[config.mk]
export PLATFORM = sky130hd
export DESIGN_NAME = fb_port_arbiter_flat
export DESIGN_NICKNAME = d
export VERILOG_FILES = /design/src/rtl/fb_port_arbiter_if.sv /design/src/rtl/fb_port_arbiter.sv /design/src/flat_wrapper.sv
export SDC_FILE = /design/constraint.sdc
export NUM_CORES = 1
export LEC_CHECK = 0
export ABC_AREA = 1
export CAP_MARGIN = 15
export CORE_MARGIN = 10
export CORE_UTILIZATION = 49
export DETAILED_ROUTE_END_ITERATION = 10
export PLACE_DENSITY_LB_ADDON = 0.12
export SETUP_SLACK_MARGIN = 0.05
export SLEW_MARGIN = 30
export SYNTH_ARGS = -nofsm -noshare
export SYNTH_HDL_FRONTEND = slang
export SYNTH_SLANG_ARGS = --single-unit
[constraint.sdc]
create_clock -name CLK25 -period 2.53 [get_ports CLK25]
set_input_delay 0.506 -clock CLK25 [delete_from_list [all_inputs] [get_ports CLK25]]
set_output_delay 0.506 -clock CLK25 [all_outputs]
set_load 0.02 [all_outputs]
[src/rtl/fb_port_arbiter_if.sv]
// Display/camera/RAM bundle for the frame-buffer port arbiter.
// The arbiter takes the slave side; requesters and RAM take the master side.
interface fb_port_arbiter_if #(
    parameter int ADDR_W = 17,
    parameter int DATA_W = 12,
    parameter int LVL_W  = 3
);
    logic              rd_req;
    logic [ADDR_W-1:0] rd_addr;
    logic [DATA_W-1:0] rd_data;
    logic              rd_valid;
    logic              wr_req;
    logic [ADDR_W-1:0] wr_addr;
    logic [DATA_W-1:0] wr_data;
    logic              wr_ready;
    logic [ADDR_W-1:0] mem_addr;
    logic [DATA_W-1:0] mem_wdata;
    logic              mem_we;
    logic [DATA_W-1:0] mem_rdata;
    logic [LVL_W-1:0]  fifo_level;
    logic              overflow;
    logic              ovf_clear;

    modport slave (
        input  rd_req, rd_addr, wr_req, wr_addr, wr_data,
        input  mem_rdata, ovf_clear,
        output rd_data, rd_valid, wr_ready,
        output mem_addr, mem_wdata, mem_we,
        output fifo_level, overflow
    );

    modport master (
        output rd_req, rd_addr, wr_req, wr_addr, wr_data,
        output mem_rdata, ovf_clear,
        input  rd_data, rd_valid, wr_ready,
        input  mem_addr, mem_wdata, mem_we,
        input  fifo_level, overflow
    );
endinterface

[src/rtl/fb_port_arbiter.sv]
// Single-port frame-buffer arbiter: display reads win every slot,
// camera writes queue in a small FIFO and fill the idle slots.
module fb_port_arbiter #(
    parameter int ADDR_W     = 17,
    parameter int DATA_W     = 12,
    parameter int FIFO_DEPTH = 4
) (
    input logic CLK25,
    input logic reset,
    fb_port_arbiter_if.slave bus
);
    localparam int PW = $clog2(FIFO_DEPTH);
    localparam int LW = PW + 1;

    logic [ADDR_W-1:0] fifo_addr [FIFO_DEPTH];
    logic [DATA_W-1:0] fifo_data [FIFO_DEPTH];
    logic [PW-1:0]     wptr;
    logic [PW-1:0]     rptr;
    logic [LW-1:0]     level;

    logic [ADDR_W-1:0] mem_addr;
    logic [DATA_W-1:0] mem_wdata;
    logic              mem_we;
    logic              v1;
    logic              v2;
    logic              rd_valid;
    logic [DATA_W-1:0] rd_data;
    logic              overflow;

    logic wr_ready;
    logic push;
    logic pop;

    // Full test uses the registered level only, so a same-cycle pop never frees a slot early
    assign wr_ready = !reset && (level != LW'(FIFO_DEPTH));
    assign push     = bus.wr_req && wr_ready;
    assign pop      = !bus.rd_req && (level != '0);

    assign bus.wr_ready   = wr_ready;
    assign bus.fifo_level = level;
    assign bus.mem_addr   = mem_addr;
    assign bus.mem_wdata  = mem_wdata;
    assign bus.mem_we     = mem_we;
    assign bus.rd_valid   = rd_valid;
    assign bus.rd_data    = rd_data;
    assign bus.overflow   = overflow;

    always_ff @(posedge CLK25) begin
        if (push) begin
            fifo_addr[wptr] <= bus.wr_addr;
            fifo_data[wptr] <= bus.wr_data;
        end
    end

    always_ff @(posedge CLK25 or posedge reset) begin
        if (reset) begin
            wptr      <= '0;
            rptr      <= '0;
            level     <= '0;
            mem_addr  <= '0;
            mem_wdata <= '0;
            mem_we    <= 1'b0;
            v1        <= 1'b0;
            v2        <= 1'b0;
            rd_valid  <= 1'b0;
            rd_data   <= '0;
            overflow  <= 1'b0;
        end else begin
            if (push) wptr <= wptr + PW'(1);
            if (pop)  rptr <= rptr + PW'(1);

            case ({push, pop})
                2'b10:   level <= level + LW'(1);
                2'b01:   level <= level - LW'(1);
                default: level <= level;
            endcase

            // Stage valids track the read through address and RAM-data cycles
            v1       <= bus.rd_req;
            v2       <= v1;
            rd_valid <= v2;
            if (v2) rd_data <= bus.mem_rdata;

            mem_we <= pop;
            unique case (1'b1)
                bus.rd_req: mem_addr <= bus.rd_addr;
                pop: begin
                    mem_addr  <= fifo_addr[rptr];
                    mem_wdata <= fifo_data[rptr];
                end
                default: ;
            endcase

            if (bus.wr_req && !wr_ready)
                overflow <= 1'b1;
            else if (bus.ovf_clear)
                overflow <= 1'b0;
        end
    end
endmodule

[src/flat_wrapper.sv]
// flat-port wrapper written by rule: the top's interface ports become plain ports
module fb_port_arbiter_flat 
#(
    parameter int ADDR_W     = 17,
    parameter int DATA_W     = 12,
    parameter int FIFO_DEPTH = 4
)
  (CLK25, reset, bus_rd_req, bus_rd_addr, bus_wr_req, bus_wr_addr, bus_wr_data, bus_mem_rdata, bus_ovf_clear, bus_rd_data, bus_rd_valid, bus_wr_ready, bus_mem_addr, bus_mem_wdata, bus_mem_we, bus_fifo_level, bus_overflow);
  fb_port_arbiter_if #(.ADDR_W(ADDR_W), .DATA_W(DATA_W), .LVL_W(3)) bus_i ();
  input logic CLK25;
  input logic reset;
  input wire logic [$bits(bus_i.rd_req)-1:0] bus_rd_req;
  input wire logic [$bits(bus_i.rd_addr)-1:0] bus_rd_addr;
  input wire logic [$bits(bus_i.wr_req)-1:0] bus_wr_req;
  input wire logic [$bits(bus_i.wr_addr)-1:0] bus_wr_addr;
  input wire logic [$bits(bus_i.wr_data)-1:0] bus_wr_data;
  input wire logic [$bits(bus_i.mem_rdata)-1:0] bus_mem_rdata;
  input wire logic [$bits(bus_i.ovf_clear)-1:0] bus_ovf_clear;
  output wire logic [$bits(bus_i.rd_data)-1:0] bus_rd_data;
  output wire logic [$bits(bus_i.rd_valid)-1:0] bus_rd_valid;
  output wire logic [$bits(bus_i.wr_ready)-1:0] bus_wr_ready;
  output wire logic [$bits(bus_i.mem_addr)-1:0] bus_mem_addr;
  output wire logic [$bits(bus_i.mem_wdata)-1:0] bus_mem_wdata;
  output wire logic [$bits(bus_i.mem_we)-1:0] bus_mem_we;
  output wire logic [$bits(bus_i.fifo_level)-1:0] bus_fifo_level;
  output wire logic [$bits(bus_i.overflow)-1:0] bus_overflow;
  assign bus_i.rd_req = bus_rd_req;
  assign bus_i.rd_addr = bus_rd_addr;
  assign bus_i.wr_req = bus_wr_req;
  assign bus_i.wr_addr = bus_wr_addr;
  assign bus_i.wr_data = bus_wr_data;
  assign bus_i.mem_rdata = bus_mem_rdata;
  assign bus_i.ovf_clear = bus_ovf_clear;
  assign bus_rd_data = bus_i.rd_data;
  assign bus_rd_valid = bus_i.rd_valid;
  assign bus_wr_ready = bus_i.wr_ready;
  assign bus_mem_addr = bus_i.mem_addr;
  assign bus_mem_wdata = bus_i.mem_wdata;
  assign bus_mem_we = bus_i.mem_we;
  assign bus_fifo_level = bus_i.fifo_level;
  assign bus_overflow = bus_i.overflow;
  fb_port_arbiter #(.ADDR_W(ADDR_W), .DATA_W(DATA_W), .FIFO_DEPTH(FIFO_DEPTH)) u_core (.CLK25(CLK25), .reset(reset), .bus(bus_i));
endmodule
==> results.json <==
{
  "run_status": "finished clean",
  "wirelength_microns": 16200,
  "core_sq_um": 14600,
  "cts_tree": "built",
  "avgSynthCellArea_sq_um": 10.2,
  "max-slew-margin-rel_pct": 55.9,
  "min_path_type": "reg -> reg",
  "place_area_sq_um": 8710,
  "tightest_slew_ns": 0.662,
  "clock_path_buffers": 2,
  "fmax_mhz": 427,
  "wl_per_cell_microns": 15.6,
  "yosysSeqAreaShare_pct": 65.5,
  "critPathLaunchType": "register",
  "fin_worst_skew_ns": 0.0150,
  "gp_congestion": 0.745,
  "end_kind": "primary output",
  "synthTopCellsByArea": "edfxtp_1 (47%), dfrtp_1 (18%), nand2_1 (13%), inv_1 (7.5%), nand3_1 (4.0%)",
  "grt_pass1_vias": 5158,
  "synth.most_common_cell": "nand2_1",
  "clock_sinks": 169,
  "post-route-period-util_pct": 92.6,
  "syn2layout_area_growth_pct": 27.0,
  "cp.required_ns": 2.02,
  "cts.clk_slew.worst_paths_ns": 0.06,
  "dr_total_vias": 4965,
  "cts_buffers": 17,
  "post_cts_resized": 0,
  "grt-ovfl-total": 0,
  "synth_ff_type": "edfxtp_1",
  "pin_count": 111,
  "holdBufCountCts": 0,
  "rows": 44,
  "ys_ff_latch": 169,
  "place_ws_ns": 0.193,
  "port_buffers": 110,
  "synth_common_cells": "nand2_1 (251), inv_1 (147), edfxtp_1 (116)",
  "fin_cells": 1039,
  "async_flop_share_pct": 31.4,
  "initial_core_util_pct": 50.3,
  "die_x_microns": 142,
  "final.min_clock_period_ns": 2.34,
  "cts_root_buf": "clkbuf_16",
  "track_usage_pct": 16.3,
  "final_hold_viol_count": 0,
  "final_nets": 911,
  "synth_largest_area_cell": "edfxtp_1",
  "dp.cells": 1007,
  "synth_edf_count": 116,
  "rsz0062_at_grt": "false",
  "p_leak_nw": 4.30,
  "ys_warn_count": 0,
  "dp_hpwl_microns": 10600,
  "dieArea_sq_um": 20300,
  "timing.final.setup_violations": 0,
  "drtPass1Iterations": 4,
  "finalMaxSlewViolations": 0,
  "cellPowerDensity_nw_per_um2": 1030,
  "tns_ns": 0,
  "h-tree-depth": 4,
  "stdcell_area_sq_um": 9330,
  "grt_pass1_wl_microns": 26000,
  "netlist.area_leader.share_pct": 47.4,
  "antenna_left": 0,
  "synth_cell_types": 24,
  "drc_errors": 0,
  "path_max_fanout": 4,
  "fin_util_pct": 63.9,
  "netlist_area_sq_um": 7340,
  "drt_iter0_markers": 275,
  "crit_type": "reg -> out",
  "die_h_microns": 142,
  "synth_cells": 721,
  "maxCapViolations": 0,
  "vias_per_cell": 4.78,
  "ir_worst_vdd_mv": 0.635,
  "n_antenna_cell": 0,
  "layout_setup_ws_ns": 0.188,
  "grt_max_degree": 60,
  "drive_gt1_share_pct": 10.8,
  "cp.arrival_ns": 1.84,
  "worstSkewPairLatency_ns": 0.43,
  "synth_nets": 790,
  "post_cts_buffers": 0,
  "antenna_found_initial": 0
}
==> registers in the layout, indices dropped and copies added (netlist names) <==
| register | flops |
|---|---|
| u_core.bus.mem_addr | 17 |
| u_core.fifo_data | 48 |
| u_core.rptr | 2 |
| u_core.bus.rd_data | 12 |
| u_core.bus.rd_valid | 1 |
| u_core.bus.mem_we | 1 |
| u_core.fifo_addr | 68 |
| u_core.bus.fifo_level | 3 |
| u_core.v1 | 1 |
| u_core.bus.overflow | 1 |
| u_core.v2 | 1 |
| u_core.wptr | 2 |
| u_core.bus.mem_wdata | 12 |
==> cell type report <==
class                      instances  area [sq um]
clock buffer                      28           591
clock inverter                     4          21.3
fill                            1135          5260
inverter                         151           576
multi-input combinational        371          1800
sequential                       169          4810
tap                              184           230
timing repair buffer             132          1290
==> cell families after synthesis <==
| family | synth area share [%] |
|---|---|
| AOI/OAI and AO/OA | 0.204 |
| buffers and inverters | 10.7 |
| adders and majority gates | 1.12 |
| xor gates and xnor gates | 0.477 |
| muxes | 1.84 |
| and+or+nand+nor | 20.2 |
| DFF | 65.5 |
==> path summary, 6_finish.rpt <==
| path | to | cells past startpoint | slack, ns | from |
|---|---|---|---|---|
| worst max-delay path | bus_wr_ready | 5 | 0.19 | u_core.bus.fifo_level[1] |
| worst min-delay path | u_core.v2 | 0 | 0.35 | u_core.v1 |
| worst max register to register | u_core.bus.fifo_level[2] | 12 | 0.68 | u_core.bus.fifo_level[1] |
| worst min register to register | u_core.v2 | 0 | 0.35 | u_core.v1 |
| max in group asynchronous | u_core.rptr[0] | 3 | 1.44 | reset |
| min in group asynchronous | u_core.bus.rd_data[2] | 3 | 0.52 | reset |
==> layout by cell type, fill, tap and decap left out, types with 2 or more instances in the layout <==
master           Yosys  final
buf_12               0      2
buf_4                5     20
clkbuf_1             0      2
clkbuf_16            0     20
clkbuf_8             0      6
clkdlybuf4s50_1      0    110
clkinv_2             0      3
dfrtp_1             53     50
dfrtp_2              0      3
edfxtp_1           116    116
ha_1                 5      4
inv_1              147    145
inv_2                2      3
inv_4                2      3
mux2_2              12     12
nand2_1            251    251
nand2_2              9      9
nand2_4              2      2
nand3_1             58     58
nand4_1             19     19
nor2_4               0      4
o21ai_0              3      2
xnor2_1              2      2
xor2_1               2      2
==> through the flow <==
stage          power, W  hold slack, ns
2_1_floorplan   0.00592           0.331
3_3_place_gp    0.00707           0.334
3_5_place_dp    0.00716           0.339
4_1_cts         0.00976           0.353
5_1_grt          0.0102           0.369
6_report        0.00965           0.354
==> report_power, final <==
part	leakage [nW]	total (W)	internal [W]	switching (W)
combinational	2.31	0.00333	0.00127	0.00205
sequential	1.68	0.00375	0.00347	0.000278
clock	0.308	0.00258	0.00159	0.000988
total	4.30	0.00965	0.00633	0.00332
==> layer usage <==
metal / share of wire, % / GRT usage (%) / vias to the layer above
met5: 0 / 0 / -
met1: 42 / 19.6 / 2336
met3: 7.6 / 5.11 / 15
met2: 50 / 27.3 / 133
met4: 1.0 / 5.43 / 0
li1: - / - / 2481
==> critical path, stage by stage, from the launching register on <==
cell	delay [ns]
dfrtp_2	0.43
nor2_8	0.05
nand2_1	0.17
nand2_1	0.10
inv_1	0.06
clkdlybuf4s50_1	0.60
Note: power is estimated with default switching activity, not from simulation.
